==> src/rtl/seg_serial_display_if.sv <==
// rtl/seg_serial_display_if.sv - serial 7-segment display pin bundle
//
// Purpose: groups the four display shift-register pins so the driver and
//          whatever sits on the other side (board pins, bench) share one
//          declaration.
// Signals:
//   SEGCLK  serial shift clock; the display samples SEGDT on its rising edge
//   SEGCLR  active-low clear of the display shift register
//   SEGDT   serial segment data, MSB first
//   SEGEN   latch/enable; low while shifting, rising edge latches 64 bits
// Modports:
//   master  drives all four pins (the display driver)
//   slave   observes all four pins (display / monitor side)

interface seg_serial_display_if;
    logic SEGCLK;
    logic SEGCLR;
    logic SEGDT;
    logic SEGEN;

    modport master (
        output SEGCLK,
        output SEGCLR,
        output SEGDT,
        output SEGEN
    );

    modport slave (
        input SEGCLK,
        input SEGCLR,
        input SEGDT,
        input SEGEN
    );
endinterface

==> src/rtl/seg_serial_display.sv <==
// rtl/seg_serial_display.sv - 8-digit serial 7-segment driver showing a frame counter
//
// Purpose: continuously shifts a 64-bit frame (8 active-low segment bytes,
//          digit 7 first) into an external display shift register. The value
//          shown is an internal 32-bit counter that advances once per frame.
// Parameters:
//   DIV         clk cycles per SEGCLK half-period (>= 1)
//   GAP         clk cycles SEGEN is held high after each frame (>= 1)
//   CLR_CYCLES  clk cycles SEGCLR is held low after reset release (>= 1)
//   INIT_COUNT  frame-counter value loaded on reset
// Ports:
//   clk       system clock, rising edge
//   rst       asynchronous active-low reset
//   sysclk_n  negative leg of the board differential clock, not used
//   seg       display pins (SEGCLK/SEGCLR/SEGDT/SEGEN), all registered

module seg_serial_display #(
    parameter int          DIV        = 2,
    parameter int          GAP        = 8,
    parameter int          CLR_CYCLES = 4,
    parameter logic [31:0] INIT_COUNT = 32'h0
) (
    input  logic                   clk,
    input  logic                   rst,
    input  logic                   sysclk_n,
    seg_serial_display_if.master   seg
);

    typedef enum logic [1:0] {
        S_CLEAR = 2'd0,
        S_LOAD  = 2'd1,
        S_SHIFT = 2'd2,
        S_LATCH = 2'd3
    } state_t;

    // Terminal values of the shared tick counter for each timed phase.
    localparam logic [15:0] DIV_LAST = 16'(DIV - 1);
    localparam logic [15:0] GAP_LAST = 16'(GAP - 1);
    localparam logic [15:0] CLR_LAST = 16'(CLR_CYCLES - 1);

    // The differential clock leg is only present for pin compatibility.
    logic w_unused_sysclk_n;
    assign w_unused_sysclk_n = sysclk_n;

    state_t      r_state;
    state_t      w_state_next;
    logic [15:0] r_tick;
    logic [15:0] w_tick_next;
    logic [5:0]  r_bit;
    logic [5:0]  w_bit_next;
    logic [63:0] r_frame;
    logic [63:0] w_frame_next;
    logic [31:0] r_count;
    logic [31:0] w_count_next;
    logic        r_segclk;
    logic        w_segclk_next;
    logic        r_segclr;
    logic        w_segclr_next;
    logic        r_segdt;
    logic        w_segdt_next;
    logic        r_segen;
    logic        w_segen_next;
    logic [63:0] w_load_frame;

    // Hex digit -> display byte {dp_n, g_n..a_n}; segments are active-low and
    // the decimal point is never lit.
    function automatic logic [7:0] f_encode(input logic [3:0] i_nib);
        logic [6:0] v_lit;
        case (i_nib)
            4'h0: v_lit = 7'h3F;
            4'h1: v_lit = 7'h06;
            4'h2: v_lit = 7'h5B;
            4'h3: v_lit = 7'h4F;
            4'h4: v_lit = 7'h66;
            4'h5: v_lit = 7'h6D;
            4'h6: v_lit = 7'h7D;
            4'h7: v_lit = 7'h07;
            4'h8: v_lit = 7'h7F;
            4'h9: v_lit = 7'h6F;
            4'hA: v_lit = 7'h77;
            4'hB: v_lit = 7'h7C;
            4'hC: v_lit = 7'h39;
            4'hD: v_lit = 7'h5E;
            4'hE: v_lit = 7'h79;
            default: v_lit = 7'h71;
        endcase
        return {1'b1, ~v_lit};
    endfunction

    // Digit d of the counter lands in byte d of the frame, so digit 7 sits in
    // the top byte and leaves first.
    always_comb begin
        w_load_frame = '0;
        for (int d = 0; d < 8; d++) begin
            w_load_frame[8*d +: 8] = f_encode(r_count[4*d +: 4]);
        end
    end

    always_ff @(posedge clk or negedge rst) begin
        if (!rst) begin
            r_state  <= S_CLEAR;
            r_tick   <= '0;
            r_bit    <= '0;
            r_frame  <= '0;
            r_count  <= INIT_COUNT;
            r_segclk <= 1'b0;
            r_segclr <= 1'b0;
            r_segdt  <= 1'b0;
            r_segen  <= 1'b0;
        end else begin
            r_state  <= w_state_next;
            r_tick   <= w_tick_next;
            r_bit    <= w_bit_next;
            r_frame  <= w_frame_next;
            r_count  <= w_count_next;
            r_segclk <= w_segclk_next;
            r_segclr <= w_segclr_next;
            r_segdt  <= w_segdt_next;
            r_segen  <= w_segen_next;
        end
    end

    always_comb begin
        w_state_next  = r_state;
        w_tick_next   = r_tick;
        w_bit_next    = r_bit;
        w_frame_next  = r_frame;
        w_count_next  = r_count;
        w_segclk_next = r_segclk;
        w_segclr_next = r_segclr;
        w_segdt_next  = r_segdt;
        w_segen_next  = r_segen;

        case (r_state)
            S_CLEAR: begin
                // SEGCLR rises on the CLR_CYCLES-th edge after release and
                // is never lowered again outside of reset.
                if (r_tick == CLR_LAST) begin
                    w_segclr_next = 1'b1;
                    w_tick_next   = '0;
                    w_state_next  = S_LOAD;
                end else begin
                    w_tick_next = r_tick + 16'd1;
                end
            end

            S_LOAD: begin
                // Present the first bit together with the low SEGCLK phase so
                // it is settled well before the first rising edge.
                w_frame_next  = w_load_frame;
                w_segdt_next  = w_load_frame[63];
                w_segclk_next = 1'b0;
                w_segen_next  = 1'b0;
                w_tick_next   = '0;
                w_bit_next    = '0;
                w_state_next  = S_SHIFT;
            end

            S_SHIFT: begin
                if (r_tick != DIV_LAST) begin
                    w_tick_next = r_tick + 16'd1;
                end else begin
                    w_tick_next = '0;
                    if (!r_segclk) begin
                        w_segclk_next = 1'b1;
                    end else if (r_bit == 6'd63) begin
                        // Last high phase done: latch, and advance the counter
                        // on the same edge SEGEN rises. SEGDT keeps its value.
                        w_segclk_next = 1'b0;
                        w_segen_next  = 1'b1;
                        w_count_next  = r_count + 32'd1;
                        w_state_next  = S_LATCH;
                    end else begin
                        // Falling SEGCLK and the next data bit change together;
                        // the frame register shifts so bit [63] is always the
                        // one on the wire.
                        w_segclk_next = 1'b0;
                        w_bit_next    = r_bit + 6'd1;
                        w_frame_next  = {r_frame[62:0], 1'b0};
                        w_segdt_next  = r_frame[62];
                    end
                end
            end

            S_LATCH: begin
                if (r_tick == GAP_LAST) begin
                    w_segen_next = 1'b0;
                    w_tick_next  = '0;
                    w_state_next = S_LOAD;
                end else begin
                    w_tick_next = r_tick + 16'd1;
                end
            end

            default: begin
                w_state_next = S_CLEAR;
                w_tick_next  = '0;
            end
        endcase
    end

    assign seg.SEGCLK = r_segclk;
    assign seg.SEGCLR = r_segclr;
    assign seg.SEGDT  = r_segdt;
    assign seg.SEGEN  = r_segen;

endmodule

==> src/flat_wrapper.sv <==
// flat-port wrapper written by rule: the top's interface ports become plain ports
module seg_serial_display_flat 
#(
    parameter int          DIV        = 2,
    parameter int          GAP        = 8,
    parameter int          CLR_CYCLES = 4,
    parameter logic [31:0] INIT_COUNT = 32'h0
)
  (clk, rst, sysclk_n, seg_SEGCLK, seg_SEGCLR, seg_SEGDT, seg_SEGEN);
  seg_serial_display_if seg_i ();
  input  logic clk;
  input  logic rst;
  input  logic sysclk_n;
  output wire logic [$bits(seg_i.SEGCLK)-1:0] seg_SEGCLK;
  output wire logic [$bits(seg_i.SEGCLR)-1:0] seg_SEGCLR;
  output wire logic [$bits(seg_i.SEGDT)-1:0] seg_SEGDT;
  output wire logic [$bits(seg_i.SEGEN)-1:0] seg_SEGEN;
  assign seg_SEGCLK = seg_i.SEGCLK;
  assign seg_SEGCLR = seg_i.SEGCLR;
  assign seg_SEGDT = seg_i.SEGDT;
  assign seg_SEGEN = seg_i.SEGEN;
  seg_serial_display #(.DIV(DIV), .GAP(GAP), .CLR_CYCLES(CLR_CYCLES), .INIT_COUNT(INIT_COUNT)) u_core (.clk(clk), .rst(rst), .sysclk_n(sysclk_n), .seg(seg_i));
endmodule
==> config.mk <==
export PLATFORM = sky130hd
export DESIGN_NAME = seg_serial_display_flat
export DESIGN_NICKNAME = d
export VERILOG_FILES = /design/src/rtl/seg_serial_display_if.sv /design/src/rtl/seg_serial_display.sv /design/src/flat_wrapper.sv
export SDC_FILE = /design/constraint.sdc
export NUM_CORES = 1
export LEC_CHECK = 0
export CORE_MARGIN = 8
export CORE_UTILIZATION = 30
export CTS_CLUSTER_DIAMETER = 80
export DETAILED_ROUTE_END_ITERATION = 8
export PLACE_DENSITY = 0.41
export SLEW_MARGIN = 20
export SYNTH_ARGS = -nofsm -noshare
export SYNTH_HDL_FRONTEND = slang
export SYNTH_SLANG_ARGS = --single-unit
export TNS_END_PERCENT = 10
==> constraint.sdc <==
create_clock -name clk -period 2.35 [get_ports clk]
set_clock_uncertainty 0.2 [all_clocks]
set_input_delay 0.705 -clock clk [delete_from_list [all_inputs] [get_ports clk]]
set_output_delay 0.705 -clock clk [all_outputs]
set_load 0.02 [all_outputs]
==> results.sh <==
export IMPL_outcome="finished with violations"
export IMPL_violations="negative setup slack"
export IMPL_core_mm2=0.0251
export IMPL_p_sw_share_pct=20.1
export IMPL_power_density_mw_per_mm2=521
export IMPL_crit_arrival_ns=2.51
export IMPL_dpl_cell_area_mm2=0.00851
export IMPL_fillerInstances=2539
export IMPL_grt_util_all_layers_pct=11.7
export IMPL_layout_cells_most_common="dfrtp_1"
export IMPL_syn_inst=847
export IMPL_p_int_mw=3.92
export IMPL_clock_latency_ns=0.41
export IMPL_cts_buffers=17
export IMPL_die_h_um=176
export IMPL_fin_crit_sh_pct=103
export IMPL_gp_congestion=0.810
export IMPL_grt_pass1_vias=5950
export IMPL_peakVddDrop_mv=0.388
export IMPL_cp_end_kind="register"
export IMPL_pwr_share_comb_pct=1.1
export IMPL_initial_core_util_pct=30.5
export IMPL_overflow=0
export IMPL_via_per_inst=4.91
export IMPL_cts_sinks=123
export IMPL_finalNonFillerCells=1224
export IMPL_cp_startpoint="u_core.r_tick[12]$_DFF_PN0_"
export IMPL_clock_path_buffers=2
export IMPL_async_flop_share_pct=100
export IMPL_slowest_delay_ns=0.57
export IMPL_seqCellArea_mm2=0.00308
export IMPL_fin_nets=944
export IMPL_maxCapViolations=0
export IMPL_worstPathBufferInverterCount=2
export IMPL_antenna_found_initial=0
export IMPL_fmax_mhz=414
export IMPL_crit_fanout=57
export IMPL_wirelength_um=17300
export IMPL_clk_pin_slew_ns=0.05
export IMPL_maxSlewViolCount=0
export IMPL_synth_edf_count=0
export IMPL_rr_endpoint="u_core.r_frame[57]$_DFFE_PN0P_"
export IMPL_die_area_mm2=0.0309
export IMPL_grt_pass1_wl_um=29600
export IMPL_worst_pin_slew_ns=0.486
export IMPL_holdBufCountCts=0
export IMPL_hold_slack_ns=0.0271
export IMPL_ant_nets=0
export IMPL_p_leak_nw=3.88
export IMPL_mostFrequentLayoutCells="123 x dfrtp_1, 95 x nand2_1, 76 x o21ai_0, 58 x buf_4, 57 x ha_1"
export IMPL_cp_endpoint="u_core.r_frame[57]$_DFFE_PN0P_"
export IMPL_syn_nets=908
export IMPL_ys_ff_latch=123
export IMPL_critPathRequiredTime_ns=2.45
export IMPL_drive_gt1_share_pct=17.6
export IMPL_rows=58
export IMPL_port_buffers=5
export IMPL_dp_hpwl_um=12000
export IMPL_timing_final_ws_setup_ns=-0.0626
export IMPL_clockRootBuffer="clkbuf_16"
export IMPL_min_period_ns=2.41
export IMPL_multi_input_area_mm2=0.00448
export IMPL_vias=6009
export IMPL_cts_tree="done"
export IMPL_final_area_mm2=0.00943
export IMPL_r2r_slack_ns=-0.06
export IMPL_htreeDepth=4
export IMPL_area_growth_pct=23.0
export IMPL_hp_class="primary input to async pin"
export IMPL_wl_per_cell_um=14.1
export IMPL_io_pins=7
export IMPL_ys_types=59
export IMPL_finalHoldViolations=0
export IMPL_crit_family="simple AND/OR/NAND/NOR gates"
export IMPL_path_cells="or4_4 > o41ai_4 > buf_4 > o21ai_4 > buf_12 > mux2_2"
export IMPL_ys_warn_count=0
export IMPL_pwr_share_seq_pct=43.2
export IMPL_syn_avg_cell_area_um2=9.05
export IMPL_grt_max_degree=68
export IMPL_critPathKind="register to register"
export IMPL_cp_slowest_cell="or4_4"
export IMPL_switching_power_mw=0.989
export IMPL_drt_first_pass_iters=7
export IMPL_drtIter0Drc=290
export IMPL_rr_worst_depth=6
export IMPL_dp_cells=1192
export IMPL_setup_worst_path_start_class="register"
export IMPL_die_width_um=176
export IMPL_ys_seq_area_share_pct=40.1
export IMPL_maxSlewHeadroom_pct=67.6
export IMPL_cp_depth=6
export IMPL_synthesis_area_mm2=0.00767
export IMPL_clkPwrFrac_pct=55.8
export IMPL_num_antenna_cells=0
export IMPL_regToRegStartpoint="u_core.r_tick[12]$_DFF_PN0_"
export IMPL_finalSetupViolCount=13
export IMPL_drc=0
export IMPL_synth_ff_type="dfrtp_1"
export IMPL_rsz0062_at_grt="yes"
registers in the layout, indices dropped and copies added (netlist names):
name,flops
u_core.r_frame,63
u_core.r_count,32
u_core.r_tick,16
u_core.r_bit,6
u_core.r_state,2
u_core.seg.SEGCLK,1
u_core.seg.SEGCLR,1
u_core.seg.SEGDT,1
u_core.seg.SEGEN,1
final cells by class:
type / instances / share of cell area [%]
Clock buffer: 23 / 5.28
Clock inverter: 7 / 1.19
Multi-Input combinational cell: 625 / 47.5
Timing Repair Buffer: 75 / 7.40
Sequential cell: 123 / 32.6
Inverter: 41 / 1.63
Tap cell: 330 / 4.38
per-layer routing:
layer,global-route usage (%),vias to the layer above,part of all wire (%)
met2,19.4,58,48
met5,0,-,0
met1,14.9,2891,48
met4,3.92,0,1.5
li1,-,3042,-
met3,2.21,18,2.1
how the worst min path moves through the flow:
stage,from,to,slack [ns],depth (start not counted)
2_1_floorplan,rst,u_core.r_bit[0]$_DFFE_PN0P_,0.21,0
3_3_place_gp,u_core.r_frame[20]$_DFFE_PN0P_,u_core.r_frame[20]$_DFFE_PN0P_,0.26,2
3_5_place_dp,u_core.r_frame[19]$_DFFE_PN0P_,u_core.r_frame[19]$_DFFE_PN0P_,0.27,2
4_1_cts,rst,u_core.r_frame[15]$_DFFE_PN0P_,0.03,1
5_1_grt,rst,u_core.r_frame[36]$_DFFE_PN0P_,0.05,1
6_report,rst,u_core.r_frame[36]$_DFFE_PN0P_,0.03,1
synthesized netlist by cell type, types with 3 or more instances:
library cell,count,area [um^2]
dfrtp_1,123,3080
nor3_1,28,140
nand3_1,30,150
nor4_1,10,62.6
nand2b_1,5,31.3
o311ai_0,3,26.3
a31oi_1,5,31.3
a21boi_0,4,30.0
buf_1,5,18.8
inv_1,41,154
xnor2_1,28,245
o21a_1,4,30.0
xor2_1,20,175
nand3b_1,5,37.5
nor2_1,44,165
clkbuf_1,48,180
a32oi_1,3,26.3
ha_1,58,726
o21ai_0,82,410
o22ai_1,4,25.0
mux2i_1,37,370
o211ai_1,10,75.1
mux2_2,7,78.8
buf_2,4,20.0
nand2_1,95,357
and3_1,5,31.3
a211o_1,5,43.8
nand4_1,12,75.1
and2_1,4,25.0
a21oi_1,43,215
a211oi_1,25,188
nor2b_1,15,93.8
or3_1,4,25.0
repair_timing:
| action | in CTS | in global routing |
|---|---|---|
| endpoints found under the setup margin | 44 | 107 |
| cloned | 0 | 1 |
| resized for setup | 12 | 50 |
| buffers inserted | 0 | 1 |
| pin swaps | 1 | 14 |
stage by stage:
stage	power, mW	setup slack (ns)	TNS, ns	utilization (%)
2_1_floorplan	2.16	-0.0672	-0.644	-
3_3_place_gp	2.21	-0.0844	-1.52	33.9
3_5_place_dp	2.21	-0.136	-1.21	33.9
4_1_cts	5.00	-0.0672	-1.45	36.6
5_1_grt	5.10	-0.151	-7.27	37.6
6_report	4.91	-0.0626	-0.216	37.6
power by group through the flow:
stage          Clock (mW)  Sequential [mW]  Combinational (mW)
3_5_place_dp            0             2.16              0.0584
2_1_floorplan           0             2.16          0.00000157
5_1_grt              2.92             2.12              0.0639
6_report             2.74             2.12              0.0532
3_3_place_gp            0             2.16              0.0561
4_1_cts              2.82             2.12              0.0583
worst reg2reg max path, cell delays in order (launching register included):
cell and delay [ns]:
dfrtp_1 0.39, or4_4 0.57, o41ai_4 0.35, buf_4 0.19
o21ai_4 0.09, buf_12 0.20, mux2_2 0.30
cell families after synthesis:
group,count (synthesis),synth area share [%]
AND/OR/NAND/NOR,269,17.0
AO/OA/AOI/OAI,204,16.4
flip-flops,123,40.1
buffers and inverters,99,5.01
adder cells (fa/ha/maj),58,9.46
XOR/XNOR,48,5.48
multiplexers,46,6.45
No activity file was read; power rests on OpenSTA's default activity.
